`src/rtl/xo_decode_pkg.sv`:
```
// Shared definitions for the XO-form decode stage.
//   - Field widths of the POWER XO-form instruction word.
//   - The 26 recognised XO extended-opcode values (primary opcode 31).
//   - Functional-unit codes for the fixed-point and trap units.
//   - Opcode membership masks, each indexed by the 9-bit extended opcode:
//     every recognised XO op, ops with no OE variant, and single-operand ops.
//   - Packed struct describing one decoded FIFO entry.
package xo_decode_pkg;

    localparam int OPCODE_W = 6;
    localparam int XOP_W    = 9;
    localparam int REG_W    = 5;
    localparam int INSTR_W  = 32;
    localparam int ADDR_W   = 64;
    localparam int FU_W     = 3;

    localparam logic [OPCODE_W-1:0] PRIMARY_OP_XO = 6'd31;

    localparam logic [FU_W-1:0] FX_UNIT_CODE   = 3'd0;
    localparam logic [FU_W-1:0] TRAP_UNIT_CODE = 3'd4;

    // Recognised XO-form extended opcodes
    localparam logic [XOP_W-1:0] XO_ADD    = 9'd266;
    localparam logic [XOP_W-1:0] XO_SUBF   = 9'd40;
    localparam logic [XOP_W-1:0] XO_ADDC   = 9'd10;
    localparam logic [XOP_W-1:0] XO_SUBFC  = 9'd8;
    localparam logic [XOP_W-1:0] XO_ADDE   = 9'd138;
    localparam logic [XOP_W-1:0] XO_SUBFE  = 9'd136;
    localparam logic [XOP_W-1:0] XO_ADDME  = 9'd234;
    localparam logic [XOP_W-1:0] XO_SUBFME = 9'd232;
    localparam logic [XOP_W-1:0] XO_SUBFZE = 9'd200;
    localparam logic [XOP_W-1:0] XO_ADDZE  = 9'd202;
    localparam logic [XOP_W-1:0] XO_NEG    = 9'd104;
    localparam logic [XOP_W-1:0] XO_MULLW  = 9'd235;
    localparam logic [XOP_W-1:0] XO_MULHW  = 9'd75;
    localparam logic [XOP_W-1:0] XO_MULHWU = 9'd11;
    localparam logic [XOP_W-1:0] XO_DIVW   = 9'd491;
    localparam logic [XOP_W-1:0] XO_DIVWU  = 9'd459;
    localparam logic [XOP_W-1:0] XO_DIVWE  = 9'd427;
    localparam logic [XOP_W-1:0] XO_DIVWEU = 9'd395;
    localparam logic [XOP_W-1:0] XO_MULLD  = 9'd233;
    localparam logic [XOP_W-1:0] XO_MULHD  = 9'd73;
    localparam logic [XOP_W-1:0] XO_MULHDU = 9'd9;
    localparam logic [XOP_W-1:0] XO_DIVD   = 9'd489;
    localparam logic [XOP_W-1:0] XO_DIVDU  = 9'd457;
    localparam logic [XOP_W-1:0] XO_DIVDE  = 9'd425;
    localparam logic [XOP_W-1:0] XO_DIVDEU = 9'd393;
    localparam logic [XOP_W-1:0] XO_ADDG6S = 9'd74;

    localparam int MASK_W = 1 << XOP_W;

    localparam logic [MASK_W-1:0] XO_OP_MASK =
        (512'd1 << XO_ADD)    | (512'd1 << XO_SUBF)   | (512'd1 << XO_ADDC)   |
        (512'd1 << XO_SUBFC)  | (512'd1 << XO_ADDE)   | (512'd1 << XO_SUBFE)  |
        (512'd1 << XO_ADDME)  | (512'd1 << XO_SUBFME) | (512'd1 << XO_SUBFZE) |
        (512'd1 << XO_ADDZE)  | (512'd1 << XO_NEG)    | (512'd1 << XO_MULLW)  |
        (512'd1 << XO_MULHW)  | (512'd1 << XO_MULHWU) | (512'd1 << XO_DIVW)   |
        (512'd1 << XO_DIVWU)  | (512'd1 << XO_DIVWE)  | (512'd1 << XO_DIVWEU) |
        (512'd1 << XO_MULLD)  | (512'd1 << XO_MULHD)  | (512'd1 << XO_MULHDU) |
        (512'd1 << XO_DIVD)   | (512'd1 << XO_DIVDU)  | (512'd1 << XO_DIVDE)  |
        (512'd1 << XO_DIVDEU) | (512'd1 << XO_ADDG6S);

    // High-half multiplies and addg6s have no overflow-enable form
    localparam logic [MASK_W-1:0] NO_OE_MASK =
        (512'd1 << XO_MULHW) | (512'd1 << XO_MULHWU) | (512'd1 << XO_MULHD) |
        (512'd1 << XO_MULHDU) | (512'd1 << XO_ADDG6S);

    // Single-operand ops leave the RB field reserved (must be zero)
    localparam logic [MASK_W-1:0] SINGLE_OP_MASK =
        (512'd1 << XO_NEG) | (512'd1 << XO_ADDME) | (512'd1 << XO_SUBFME) |
        (512'd1 << XO_SUBFZE) | (512'd1 << XO_ADDZE);

    typedef struct packed {
        logic [REG_W-1:0]  rt;
        logic [REG_W-1:0]  ra;
        logic [REG_W-1:0]  rb;
        logic [XOP_W-1:0]  xop;
        logic              oe;
        logic              rc;
        logic [FU_W-1:0]   fu;
        logic              illegal;
        logic [ADDR_W-1:0] addr;
    } xo_entry_t;

endpackage

```
`src/rtl/decode_fifo.sv`:
```
// Generic synchronous FIFO for decoded micro-ops.
//   clock_i, reset_i (async, active-low), flush_i (sync clear)
//   push_i / data_i : write request and payload (ignored while full)
//   pop_i           : read request (ignored while empty)
//   data_o          : head entry (meaningful only while empty_o = 0)
//   full_o, empty_o : registered occupancy flags
// Control state is reset; the storage array is not.
module decode_fifo #(
    parameter int  DEPTH = 4,
    parameter type T     = logic [7:0]
) (
    input  logic clock_i,
    input  logic reset_i,
    input  logic flush_i,
    input  logic push_i,
    input  T     data_i,
    input  logic pop_i,
    output T     data_o,
    output logic full_o,
    output logic empty_o
);

    localparam int PTR_W = $clog2(DEPTH);
    localparam int CNT_W = PTR_W + 1;

    T mem_q [DEPTH];

    logic [PTR_W-1:0] wr_ptr_q, wr_ptr_d;
    logic [PTR_W-1:0] rd_ptr_q, rd_ptr_d;
    logic [CNT_W-1:0] count_q, count_d;
    logic             full_q, full_d;
    logic             empty_q, empty_d;
    logic             do_push, do_pop;

    always_comb begin
        // A full FIFO refuses a push even when a pop frees a slot this cycle
        do_push  = push_i & ~full_q & ~flush_i;
        do_pop   = pop_i & ~empty_q & ~flush_i;
        wr_ptr_d = wr_ptr_q + PTR_W'(do_push);
        rd_ptr_d = rd_ptr_q + PTR_W'(do_pop);
        count_d  = count_q + CNT_W'(do_push) - CNT_W'(do_pop);
        if (flush_i) begin
            wr_ptr_d = '0;
            rd_ptr_d = '0;
            count_d  = '0;
        end
        full_d  = (count_d == CNT_W'(DEPTH));
        empty_d = (count_d == '0);
    end

    always_ff @(posedge clock_i or negedge reset_i) begin
        if (!reset_i) begin
            wr_ptr_q <= '0;
            rd_ptr_q <= '0;
            count_q  <= '0;
            full_q   <= 1'b0;
            empty_q  <= 1'b1;
        end else begin
            wr_ptr_q <= wr_ptr_d;
            rd_ptr_q <= rd_ptr_d;
            count_q  <= count_d;
            full_q   <= full_d;
            empty_q  <= empty_d;
        end
    end

    always_ff @(posedge clock_i) begin
        if (do_push) begin
            mem_q[wr_ptr_q] <= data_i;
        end
    end

    assign data_o  = mem_q[rd_ptr_q];
    assign full_o  = full_q;
    assign empty_o = empty_q;

endmodule

```
`src/rtl/xo_decode_stage.sv`:
```
// XO-form decode stage: classifies primary-opcode-31 XO arithmetic ops and
// queues decoded micro-ops for dispatch.
//   clock_i, reset_i (async, active-low), flush_i (sync)
//   enable_i, instruction_i, address_i : incoming instruction
//   stall_o                            : stage full, input not accepted
//   ready_i                            : dispatch takes the head entry
//   enable_o and head fields           : reg1/2/3 (RT/RA/RB), xOpCode, oe, rc,
//                                        functionalUnitCode, illegal, address
// Words that are not recognised XO ops are consumed without an entry.
module xo_decode_stage
    import xo_decode_pkg::*;
#(
    parameter int opcodeWidth      = OPCODE_W,
    parameter int xOpCodeWidth     = XOP_W,
    parameter int regWidth         = REG_W,
    parameter int instructionWidth = INSTR_W,
    parameter int addressWidth     = ADDR_W,
    parameter int fuCodeWidth      = FU_W,
    parameter int bufferDepth      = 4,
    parameter logic [fuCodeWidth-1:0] FXUnitCode   = FX_UNIT_CODE,
    parameter logic [fuCodeWidth-1:0] TrapUnitCode = TRAP_UNIT_CODE
) (
    input  logic                        clock_i,
    input  logic                        reset_i,
    input  logic                        flush_i,
    input  logic                        enable_i,
    input  logic [instructionWidth-1:0] instruction_i,
    input  logic [addressWidth-1:0]     address_i,
    output logic                        stall_o,
    input  logic                        ready_i,
    output logic                        enable_o,
    output logic [regWidth-1:0]         reg1_o,
    output logic [regWidth-1:0]         reg2_o,
    output logic [regWidth-1:0]         reg3_o,
    output logic [xOpCodeWidth-1:0]     xOpCode_o,
    output logic                        oe_o,
    output logic                        rc_o,
    output logic [fuCodeWidth-1:0]      functionalUnitCode_o,
    output logic                        illegal_o,
    output logic [addressWidth-1:0]     address_o
);

    // Big-endian bit i of the ISA is little-endian bit (instructionWidth-1-i)
    localparam int RT_MSB = instructionWidth - 1 - opcodeWidth;
    localparam int RA_MSB = RT_MSB - regWidth;
    localparam int RB_MSB = RA_MSB - regWidth;

    logic [opcodeWidth-1:0]  opcode;
    logic [xOpCodeWidth-1:0] xop;
    logic [regWidth-1:0]     rt, ra, rb;
    logic                    oe, rc;
    logic                    is_xo_op, bad_oe, bad_rb;
    logic                    push;
    xo_entry_t               entry_d;
    xo_entry_t               head;
    logic                    fifo_full, fifo_empty;

    always_comb begin
        opcode = instruction_i[instructionWidth-1 -: opcodeWidth];
        rt     = instruction_i[RT_MSB -: regWidth];
        ra     = instruction_i[RA_MSB -: regWidth];
        rb     = instruction_i[RB_MSB -: regWidth];
        oe     = instruction_i[xOpCodeWidth+1];
        xop    = instruction_i[xOpCodeWidth:1];
        rc     = instruction_i[0];

        is_xo_op = (opcode == PRIMARY_OP_XO) && XO_OP_MASK[xop];
        bad_oe   = NO_OE_MASK[xop] & oe;
        bad_rb   = SINGLE_OP_MASK[xop] & (rb != '0);

        // Illegal encodings still carry every field so the trap unit can report them
        entry_d         = '0;
        entry_d.rt      = rt;
        entry_d.ra      = ra;
        entry_d.rb      = rb;
        entry_d.xop     = xop;
        entry_d.oe      = oe;
        entry_d.rc      = rc;
        entry_d.illegal = bad_oe | bad_rb;
        entry_d.fu      = (bad_oe | bad_rb) ? TrapUnitCode : FXUnitCode;
        entry_d.addr    = address_i;

        push = enable_i & ~fifo_full & ~flush_i & is_xo_op;
    end

    decode_fifo #(
        .DEPTH (bufferDepth),
        .T     (xo_entry_t)
    ) u_fifo (
        .clock_i (clock_i),
        .reset_i (reset_i),
        .flush_i (flush_i),
        .push_i  (push),
        .data_i  (entry_d),
        .pop_i   (enable_o & ready_i),
        .data_o  (head),
        .full_o  (fifo_full),
        .empty_o (fifo_empty)
    );

    // Storage is not reset, so head fields are forced to zero while empty
    always_comb begin
        stall_o              = fifo_full;
        enable_o             = ~fifo_empty;
        reg1_o               = fifo_empty ? '0 : head.rt;
        reg2_o               = fifo_empty ? '0 : head.ra;
        reg3_o               = fifo_empty ? '0 : head.rb;
        xOpCode_o            = fifo_empty ? '0 : head.xop;
        oe_o                 = fifo_empty ? 1'b0 : head.oe;
        rc_o                 = fifo_empty ? 1'b0 : head.rc;
        functionalUnitCode_o = fifo_empty ? '0 : head.fu;
        illegal_o            = fifo_empty ? 1'b0 : head.illegal;
        address_o            = fifo_empty ? '0 : head.addr;
    end

endmodule

```
`config.mk`:
```
export PLATFORM = sky130hd
export DESIGN_NAME = xo_decode_stage
export DESIGN_NICKNAME = d
export VERILOG_FILES = /design/src/rtl/xo_decode_pkg.sv /design/src/rtl/decode_fifo.sv /design/src/rtl/xo_decode_stage.sv
export SDC_FILE = /design/constraint.sdc
export NUM_CORES = 1
export LEC_CHECK = 0
export CAP_MARGIN = 30
export CELL_PAD_IN_SITES_DETAIL_PLACEMENT = 2
export CELL_PAD_IN_SITES_GLOBAL_PLACEMENT = 2
export CORE_ASPECT_RATIO = 0.75
export CORE_MARGIN = 1
export CORE_UTILIZATION = 38
export DETAILED_ROUTE_END_ITERATION = 10
export PLACE_DENSITY = 0.79
export SYNTH_ARGS = -nofsm -noshare
export SYNTH_HDL_FRONTEND = slang
export SYNTH_SLANG_ARGS = --single-unit
```
`constraint.sdc`:
```
create_clock -name clock_i -period 23.1 [get_ports clock_i]
set_clock_uncertainty 0.1 [all_clocks]
set_input_delay 4.62 -clock clock_i [delete_from_list [all_inputs] [get_ports clock_i]]
set_output_delay 4.62 -clock clock_i [all_outputs]
set_load 0.02 [all_outputs]
```
# [Word level (Yosys, flattened, before mapping)]
# Memory sizes are Yosys's and may differ from the RTL's.
# Index checks and enable logic that the tools add are counted.
[totals] output_inout_bits=96 rom_bits=1536 ff_bits=9 in_bits=101 mem_bits_rw=376 elab_cells=51 mem_count=4
[mem_list] name="(name not given)" depth=512 width=1 rd=1 rd_clocked_by_memory_dff=0 wr=0 line_no="xo_decode_stage.sv:69" rtl="bad_rb = SINGLE_OP_MASK[xop] & (rb != '0);"
[mem_list] name="(name not given)" depth=512 width=1 rd=1 rd_clocked_by_memory_dff=0 wr=0 line_no="xo_decode_stage.sv:68" rtl="bad_oe = NO_OE_MASK[xop] & oe;"
[mem_list] name="(name not given)" depth=512 width=1 rd=1 rd_clocked_by_memory_dff=0 wr=0 line_no="xo_decode_stage.sv:67" rtl="is_xo_op = (opcode == PRIMARY_OP_XO) && XO_OP_MASK[xop];"
[mem_list] name="u_fifo.mem_q" depth=4 width=94 rd=1 rd_clocked_by_memory_dff=0 wr=1 line_no="decode_fifo.sv:26" rtl="T mem_q [DEPTH];"
[classes] n_eq_ne=2 n_reduce_logical=3 muxes=18 add_sub_neg=4 bitwise=14 magnitude_cmp=1
[op_table] op="$mux 64" count=1
[op_table] op="$mux 5" count=3
[op_table] op="$and 1x1->1" count=10
[op_table] op="$lt 9x10->1 const B" count=1
[op_table] op="$mux 3" count=3
[op_table] op="$mux 9" count=1
[op_table] op="$mux 1" count=8
[op_table] op="$eq 6x5->1 const B" count=1
[op_table] op="$reduce_bool 5->1" count=1
[op_table] op="$add 2x1->2" count=2
[op_table] op="$mux 2" count=2
[op_table] op="$add 3x1->3" count=1
[op_table] op="$eq 3x3->1 const B" count=1
[op_table] op="$logic_not 3->1" count=1
[op_table] op="$not 1->1" count=3
[op_table] op="$sub 3x1->3" count=1
[op_table] op="$logic_and 1x1->1" count=1
[op_table] op="$or 1x1->1" count=1

# [Longest topological paths before layout]
# Gate-level depths: netlist (run 1).
[logic_depth] ltp_word=10 depth_mapped=10 ltp_nobuf=10

# [Modules after synthesis]
# From an unflattened synthesis (run 1), not the netlist that was laid out.
[unflattened] hier_cells=664 hier_area_um2=14896.8
[modules_own_cells] module="decode_fifo" area_each_um2=14078.5 seq_area_each_um2=11517.3 instances=1 cells_each=530
[modules_own_cells] module="xo_decode_stage" area_each_um2=818.3 seq_area_each_um2=0.0 instances=1 cells_each=134

# [Worst setup path after synthesis (run 1)]
# OpenSTA, ideal clock, no wires.
[synth_path] kind="input to register" start="input instruction_i[3]" end="memory u_fifo.mem_q[1][0] (netlist bit) (enable)" arrival_ns=14.117 required_ns=22.236 setup_time_ns=0.764 path_slack_ns=8.119 stages=3 path_buffers=0 path_cell_list="or3b_4 -> o31a_1 -> nor4_1"
[synth_between] elab_chain_cells=8
[synth_rtl] item="start, declared" line_no="xo_decode_stage.sv:27" rtl="input logic [instructionWidth-1:0] instruction_i,"
[synth_rtl] item="$mem_v2 512x1"
[synth_rtl] item="$mux 1 (implied by the code)" line_no="xo_decode_stage.sv:67"
[synth_rtl] item="$logic_and 1x1->1" line_no="xo_decode_stage.sv:67"
[synth_rtl] item="$and 1x1->1" line_no="xo_decode_stage.sv:83" rtl="push = enable_i & ~fifo_full & ~flush_i & is_xo_op;"
[synth_rtl] item="$and 1x1->1 (2 in series)" line_no="decode_fifo.sv:37" rtl="do_push = push_i & ~full_q & ~flush_i;"
[synth_rtl] item="$mux 1" line_no="decode_fifo.sv:68" rtl="if (do_push) begin"
[synth_rtl] item="$mux 1 (implied by the code)" line_no="decode_fifo.sv:69" rtl="mem_q[wr_ptr_q] <= data_i;"
[synth_rtl] item="end, declared" line_no="decode_fifo.sv:26"
# No other way between the ends. The select of a mux whose other input is x is not followed.

# [Worst setup path in the final report (run 1)]
[layout_path] start="register u_fifo.rd_ptr_q[0]" end="output illegal_o"
[layout_between] elab_chain_cells=2
[layout_rtl] item="start, declared" line_no="decode_fifo.sv:29" rtl="logic [PTR_W-1:0] rd_ptr_q, rd_ptr_d;"
[layout_rtl] item="start signal, assigned" line_no="decode_fifo.sv:60" rtl="rd_ptr_q <= rd_ptr_d;"
[layout_rtl] item="$mem_v2 4x94"
[layout_rtl] item="$mux 1" line_no="xo_decode_stage.sv:112" rtl="illegal_o = fifo_empty ? 1'b0 : head.illegal;"
[layout_rtl] item="end, declared" line_no="xo_decode_stage.sv:39" rtl="output logic illegal_o,"
# No other way between the ends.

==> flow_metrics.env, run 1 <==
export IMPL_initial_core_util=0.386
export IMPL_areaGrowthSynthToFinish_pct=26.8
export IMPL_critPathLaunchType="flop"
export IMPL_routed_wl_um=35000
export IMPL_dieArea_um2=38500
export IMPL_status="completed"
export IMPL_pin_count=197
export IMPL_ctsRootBufferMaster="clkbuf_16"
export IMPL_crit_buf_inv=2
export IMPL_portBuffers=194
export IMPL_tns_ps=0
export IMPL_p_leak_nw=5.69
export IMPL_grt_usage=0.187
export IMPL_cp_required_ps=18380
export IMPL_yosysTopAreaCell="edfxtp_1"
export IMPL_clock_sinks=373
export IMPL_postCtsHoldBufs=0
export IMPL_synth_seq_cells=373
export IMPL_wl_per_cell_um=25.0
export IMPL_hpwl_um=21600
export IMPL_cts_tree="done"
export IMPL_slew_limit_headroom=0.353
export IMPL_worstMarginPinSlew_ps=971
export IMPL_ys_seq_area_frac=0.778
export IMPL_grt_max_degree=75
export IMPL_clkLatencyLatePin_ps=520
export IMPL_gp_congestion=0.679
export IMPL_drt_iter0_markers=322
export IMPL_grt_pass1_wl_um=52100
export IMPL_max_cap_violations=0
export IMPL_slowest_stage="dfrtp_4"
export IMPL_vias=7024
export IMPL_nets=972
export IMPL_cpPeakStageDelay_ps=770
export IMPL_path_clk_slew_ps=60
export IMPL_cp_top_family="buffers and inverters"
export IMPL_gr_total_overflow=0
export IMPL_core_area_um2=37100
export IMPL_synth_yosys_warnings=0
export IMPL_rsz0062_at_grt="no"
export IMPL_pwr_density_cell_nw_per_um2=89.9
export IMPL_die_y_um=170
export IMPL_maxClockFrequency_mhz=123
export IMPL_post_cts_buffers=0
export IMPL_synth_cell_types=36
export IMPL_die_x_um=226
export IMPL_period_needed_ps=8130
export IMPL_ctsResizeCount=0
export IMPL_hold_violations=0
export IMPL_path_cells="buf_4, mux4_2, and2_1, clkdlybuf4s50_1"
export IMPL_min_path_type="reg2reg"
export IMPL_synthTopCellsByArea="edfxtp_1 (76%), mux4_2 (14%), and2_1 (4.0%)"
export IMPL_drc=0
export IMPL_setup_viol=0
export IMPL_finalCritPeriodShare=0.352
export IMPL_avgSynthCellArea_um2=22.1
export IMPL_cp_max_fo=37
export IMPL_synth_cells=648
export IMPL_critical_path_class="reg2out"
export IMPL_drive_gt1_frac=0.189
export IMPL_worstPathArrival_ps=3410
export IMPL_nFillCells=3283
export IMPL_peakVddDrop_uv=61.8
export IMPL_rows=61
export IMPL_maxSlewViolCount=0
export IMPL_firstDrtPassIters=4
export IMPL_cts_buffer_depth=3
export IMPL_cp_end_kind="primary output"
export IMPL_antenna_found_initial=1
export IMPL_synth_top_area_share=0.762
export IMPL_pre_cts_slack_ps=14870
export IMPL_grt_pass1_vias=7942
export IMPL_synthesis_area_um2=14300
export IMPL_fin_ws_ps=14970
export IMPL_h_tree_depth=2
export IMPL_cts_buffers=39
export IMPL_vias_per_cell=5.02
export IMPL_drtAntennaViolNets=0
==> cells in the mapped netlist, drive strengths merged <==
cell,number
a31oi,1
xnor2,3
and2,91
a21oi,2
or3b,1
o31a,2
nand4,1
and3,2
fa,1
nand2,1
o21ai,3
conb,1
nor3,4
dfrtp,8
edfxtp,364
mux4,91
or4,1
nor4,4
a21boi,1
nor2,6
nand2b,4
inv,7
clkbuf,13
or3,1
xor2,1
nor2b,4
buf,21
ha,4
or4b,1
o22ai,1
nor3b,1
dfstp,1
nor4b,1
==> final timing paths <==
check	startpoint	depth (start not counted)	to	slack (ps)
max reg2reg	u_fifo.full_o$_DFF_PN0_	6	u_fifo.mem_q[0][8]$_DFFE_PP_	19950
max in group asynchronous	reset_i	1	u_fifo.empty_o$_DFF_PN1_	18240
max	u_fifo.rd_ptr_q[0]$_DFF_PN0_	4	illegal_o	14970
min in group asynchronous	reset_i	1	u_fifo.rd_ptr_q[1]$_DFF_PN0_	4310
min reg2reg	u_fifo.wr_ptr_q[1]$_DFF_PN0_	2	u_fifo.wr_ptr_q[1]$_DFF_PN0_	550
min	u_fifo.wr_ptr_q[1]$_DFF_PN0_	2	u_fifo.wr_ptr_q[1]$_DFF_PN0_	550
==> cells by family after synthesis <==
kind of cell / count (synthesis) / share of synthesized area
compound gates: 10 / 0.00436
buf+inv: 41 / 0.0134
mux: 91 / 0.143
xor+xnor: 4 / 0.00244
other cells: 1 / 0.000262
fa+ha+maj: 5 / 0.00489
flops: 373 / 0.778
simple gates: 123 / 0.0535
==> placed cells by master, fill, tap and decap left out, types with 2 or more instances in the layout <==
| master | count |
|---|---|
| and2_1 | 91 |
| dfrtp_4 | 2 |
| clkinvlp_4 | 3 |
| edfxtp_1 | 364 |
| xnor2_1 | 3 |
| clkdlybuf4s50_1 | 194 |
| o21ai_0 | 3 |
| nor2b_1 | 4 |
| bufinv_16 | 5 |
| clkbuf_16 | 39 |
| nor4_2 | 3 |
| nor2_1 | 6 |
| and3_1 | 2 |
| clkinv_1 | 7 |
| conb_1 | 2 |
| mux4_2 | 91 |
| buf_4 | 14 |
| a21oi_1 | 2 |
| nor3_1 | 3 |
| clkinv_2 | 4 |
| o31a_1 | 2 |
| ha_1 | 4 |
| nand2b_1 | 4 |
| dfrtp_1 | 6 |
| inv_1 | 6 |
| clkbuf_1 | 10 |
==> through the flow <==
step           instance area, um^2  cells  power (mW)  hold WS, ps  utilization
3_3_place_gp                 16900   1327        1.03          503        0.455
6_report                     18200   1399        1.63          546        0.490
2_1_floorplan                14300    649       0.891          448            -
4_1_cts                      18100   1396        1.66          548        0.489
3_5_place_dp                 16900   1327        1.03          538        0.455
5_1_grt                      18200   1398        1.69          564        0.490
==> registers in the layout (all words and copies together), names as in the netlist <==
signal           flops
u_fifo.wr_ptr_q      2
u_fifo.empty_o       1
u_fifo.mem_q       364
u_fifo.full_o        1
u_fifo.rd_ptr_q      2
u_fifo.count_q       3
==> area by class of cell <==
class,count,area [um^2],share of cell area
Sequential cell,373,11200,0.614
Multi-Input combinational cell,235,3020,0.166
Timing Repair Buffer,210,2090,0.115
Clock buffer,49,1010,0.0558
Tap cell,504,631,0.0347
Clock inverter,20,228,0.0125
Inverter,7,26.3,0.00145
Antenna cell,1,2.50,0.000138
==> routing by layer <==
layer | up-vias | global-route usage | share of wire
li1 | 3069 | - | -
met1 | 3731 | 0.253 | 0.44
met2 | 174 | 0.309 | 0.49
met3 | 48 | 0.0416 | 0.052
met4 | 2 | 0.0400 | 0.015
met5 | - | 0 | 0.00031
==> power by group <==
group | total (mW) | leakage, nW | switching [mW] | internal, mW
clock network | 0.621 | 0.595 | 0.254 | 0.367
logic | 0.263 | 1.70 | 0.140 | 0.123
registers | 0.749 | 3.39 | 0.00400 | 0.745
==> worst register-to-register path: cells and delay by family (launching register included) <==
kind | cells | cell delay (ps)
simple gates | 4 | 1120
flops | 1 | 390
buf+inv | 2 | 1070
No activity file was read; power rests on OpenSTA's default activity.
==> inputs of run 2 (changes only) <==
--- a/config.mk
+++ b/config.mk
@@ -12,7 +12,7 @@
 export CORE_MARGIN = 1
 export CORE_UTILIZATION = 38
 export DETAILED_ROUTE_END_ITERATION = 10
-export PLACE_DENSITY = 0.79
+export PLACE_DENSITY = 0.82
 export SYNTH_ARGS = -nofsm -noshare
 export SYNTH_HDL_FRONTEND = slang
 export SYNTH_SLANG_ARGS = --single-unit
==> constraint.sdc (replaced) <==
create_clock -name clock_i -period 7.27 [get_ports clock_i]
set_clock_uncertainty 0.1 [all_clocks]
set_input_delay 1.454 -clock clock_i [delete_from_list [all_inputs] [get_ports clock_i]]
set_output_delay 1.454 -clock clock_i [all_outputs]
set_load 0.02 [all_outputs]
==> run 2 against run 1 <==
Against the previous run: first-iteration DRC count increased by 30%; count of clock-buffer cells in the layout is 2 lower; routed wire length fell by 2.4%; power rose to 3.1 times the previous value; non-clock buffer count shrank 3; critical path type unchanged; largest cell class unchanged.
==> flow_metrics.env, run 2 (synthesis results as in run 1) <==
export IMPL_h_tree_depth=2
export IMPL_hold_violations=0
export IMPL_cts_buffer_depth=3
export IMPL_clkLatencyLatePin_ps=530
export IMPL_drc=0
export IMPL_grt_pass1_vias=7938
export IMPL_rsz0062_at_grt="no"
export IMPL_antenna_found_initial=1
export IMPL_hpwl_um=21500
export IMPL_setup_viol=0
export IMPL_ctsRootBufferMaster="clkbuf_16"
export IMPL_largest_reg_flops=364
export IMPL_maxClockFrequency_mhz=207
export IMPL_routed_wl_um=34100
export IMPL_peakVddDrop_uv=210
export IMPL_vias_per_cell=5.06
export IMPL_gr_total_overflow=0
export IMPL_postCtsHoldBufs=0
export IMPL_cp_end_kind="primary output"
export IMPL_cts_tree="done"
export IMPL_clock_sinks=373
export IMPL_fin_ws_ps=2430
export IMPL_top_register="u_fifo.mem_q"
export IMPL_maxSlewViolCount=0
export IMPL_die_x_um=226
export IMPL_dieArea_um2=38500
export IMPL_nets=968
export IMPL_gp_congestion=0.661
export IMPL_place_area_um2=16900
export IMPL_critical_path_class="reg2out"
export IMPL_vias=7032
export IMPL_min_path_type="reg2reg"
export IMPL_fin_area_um2=18100
export IMPL_numPlacedInstances=1326
export IMPL_rows=61
export IMPL_reg_largest_list="u_fifo.mem_q x364, u_fifo.count_q x3"
export IMPL_firstDrtPassIters=6
export IMPL_mostFrequentLayoutCell="edfxtp_1"
export IMPL_tns_ps=0
export IMPL_post_cts_buffers=0
export IMPL_cp_top_family="buffers and inverters"
export IMPL_pin_count=197
export IMPL_drtAntennaViolNets=0
export IMPL_diodes=0
export IMPL_cpPeakStageDelay_ps=810
export IMPL_final_cell_mix="edfxtp_1 (364), clkdlybuf4s50_1 (194), mux4_2 (91), and2_1 (91), clkbuf_16 (41)"
export IMPL_slowest_stage="dfrtp_4"
export IMPL_areaGrowthSynthToFinish_pct=26.2
export IMPL_grt_usage=0.181
export IMPL_critPathLaunchType="flop"
export IMPL_p_leak_nw=5.65
export IMPL_grt_pass1_wl_um=50600
export IMPL_max_cap_violations=0
export IMPL_worstPathArrival_ps=3280
export IMPL_die_y_um=170
export IMPL_core_area_um2=37100
export IMPL_pwr_density_cell_nw_per_um2=282
export IMPL_drive_gt1_frac=0.183
export IMPL_grt_max_degree=57
export IMPL_cp_max_fo=29
export IMPL_initial_core_util=0.386
export IMPL_drt_iter0_markers=419
export IMPL_wl_per_cell_um=24.5
export IMPL_pre_cts_slack_ps=2580
export IMPL_cp_required_ps=5720
export IMPL_path_cells="buf_4, mux4_2, and2_1, clkdlybuf4s50_1"
export IMPL_crit_buf_inv=2
export IMPL_period_needed_ps=4840
export IMPL_path_clk_slew_ps=60
export IMPL_portBuffers=194
export IMPL_status="completed"
export IMPL_finalCritPeriodShare=0.665
export IMPL_ctsResizeCount=0
export IMPL_cts_buffers=38
export IMPL_worstMarginPinSlew_ps=950
export IMPL_final_cell_count_no_fill=1391
export IMPL_power_mw=5.09
export IMPL_slew_limit_headroom=0.367
[run 2: routing by layer]
metal / global-route usage / routed length, um / vias to the layer above
met5: 0 / 17 / -
met4: 0.0385 / 550 / 2
met3: 0.0390 / 1750 / 50
met2: 0.318 / 17700 / 181
met1: 0.230 / 14200 / 3744
li1: - / - / 3055
[run 2: final cells by class]
cell class / count / area (um^2)
Inverter: 7 / 26.3
Clock buffer: 47 / 1050
Timing Repair Buffer: 207 / 2040
Multi-Input combinational cell: 235 / 3050
Tap cell: 504 / 631
Clock inverter: 18 / 133
Fill cell: 3302 / 19000
Sequential cell: 373 / 11200
[run 2: power by group]
group,switching (mW),internal [mW],total (mW)
Clock,0.789,1.09,1.88
Sequential,0.0145,2.37,2.38
Combinational,0.442,0.391,0.833
[run 2: through the flow]
step | util | hold slack [ps]
2_1_floorplan | - | 448
3_3_place_gp | 0.456 | 498
3_5_place_dp | 0.456 | 543
4_1_cts | 0.488 | 556
5_1_grt | 0.488 | 580
6_report | 0.488 | 537
[run 2: tightest hold or removal path, delay by kind of cell (launching register included)]
kind	cells	cell delay [ps]
DFF	1	430
xor gates and xnor gates	1	100
and+or+nand+nor	1	80
[run 2: path summary, 6_finish.rpt]
| kind | from | end | slack (ps) | cells after the start |
|---|---|---|---|---|
| worst max register to register | u_fifo.full_o$_DFF_PN0_ | u_fifo.mem_q[0][43]$_DFFE_PP_ | 4430 | 5 |
| worst min-delay path | u_fifo.wr_ptr_q[1]$_DFF_PN0_ | u_fifo.wr_ptr_q[1]$_DFF_PN0_ | 540 | 2 |
| max in group asynchronous | reset_i | u_fifo.rd_ptr_q[1]$_DFF_PN0_ | 5600 | 1 |
| worst max-delay path | u_fifo.rd_ptr_q[0]$_DFF_PN0_ | address_o[41] | 2430 | 4 |
| worst min register to register | u_fifo.wr_ptr_q[1]$_DFF_PN0_ | u_fifo.wr_ptr_q[1]$_DFF_PN0_ | 540 | 2 |
| min in group asynchronous | reset_i | u_fifo.count_q[1]$_DFF_PN0_ | 1130 | 1 |
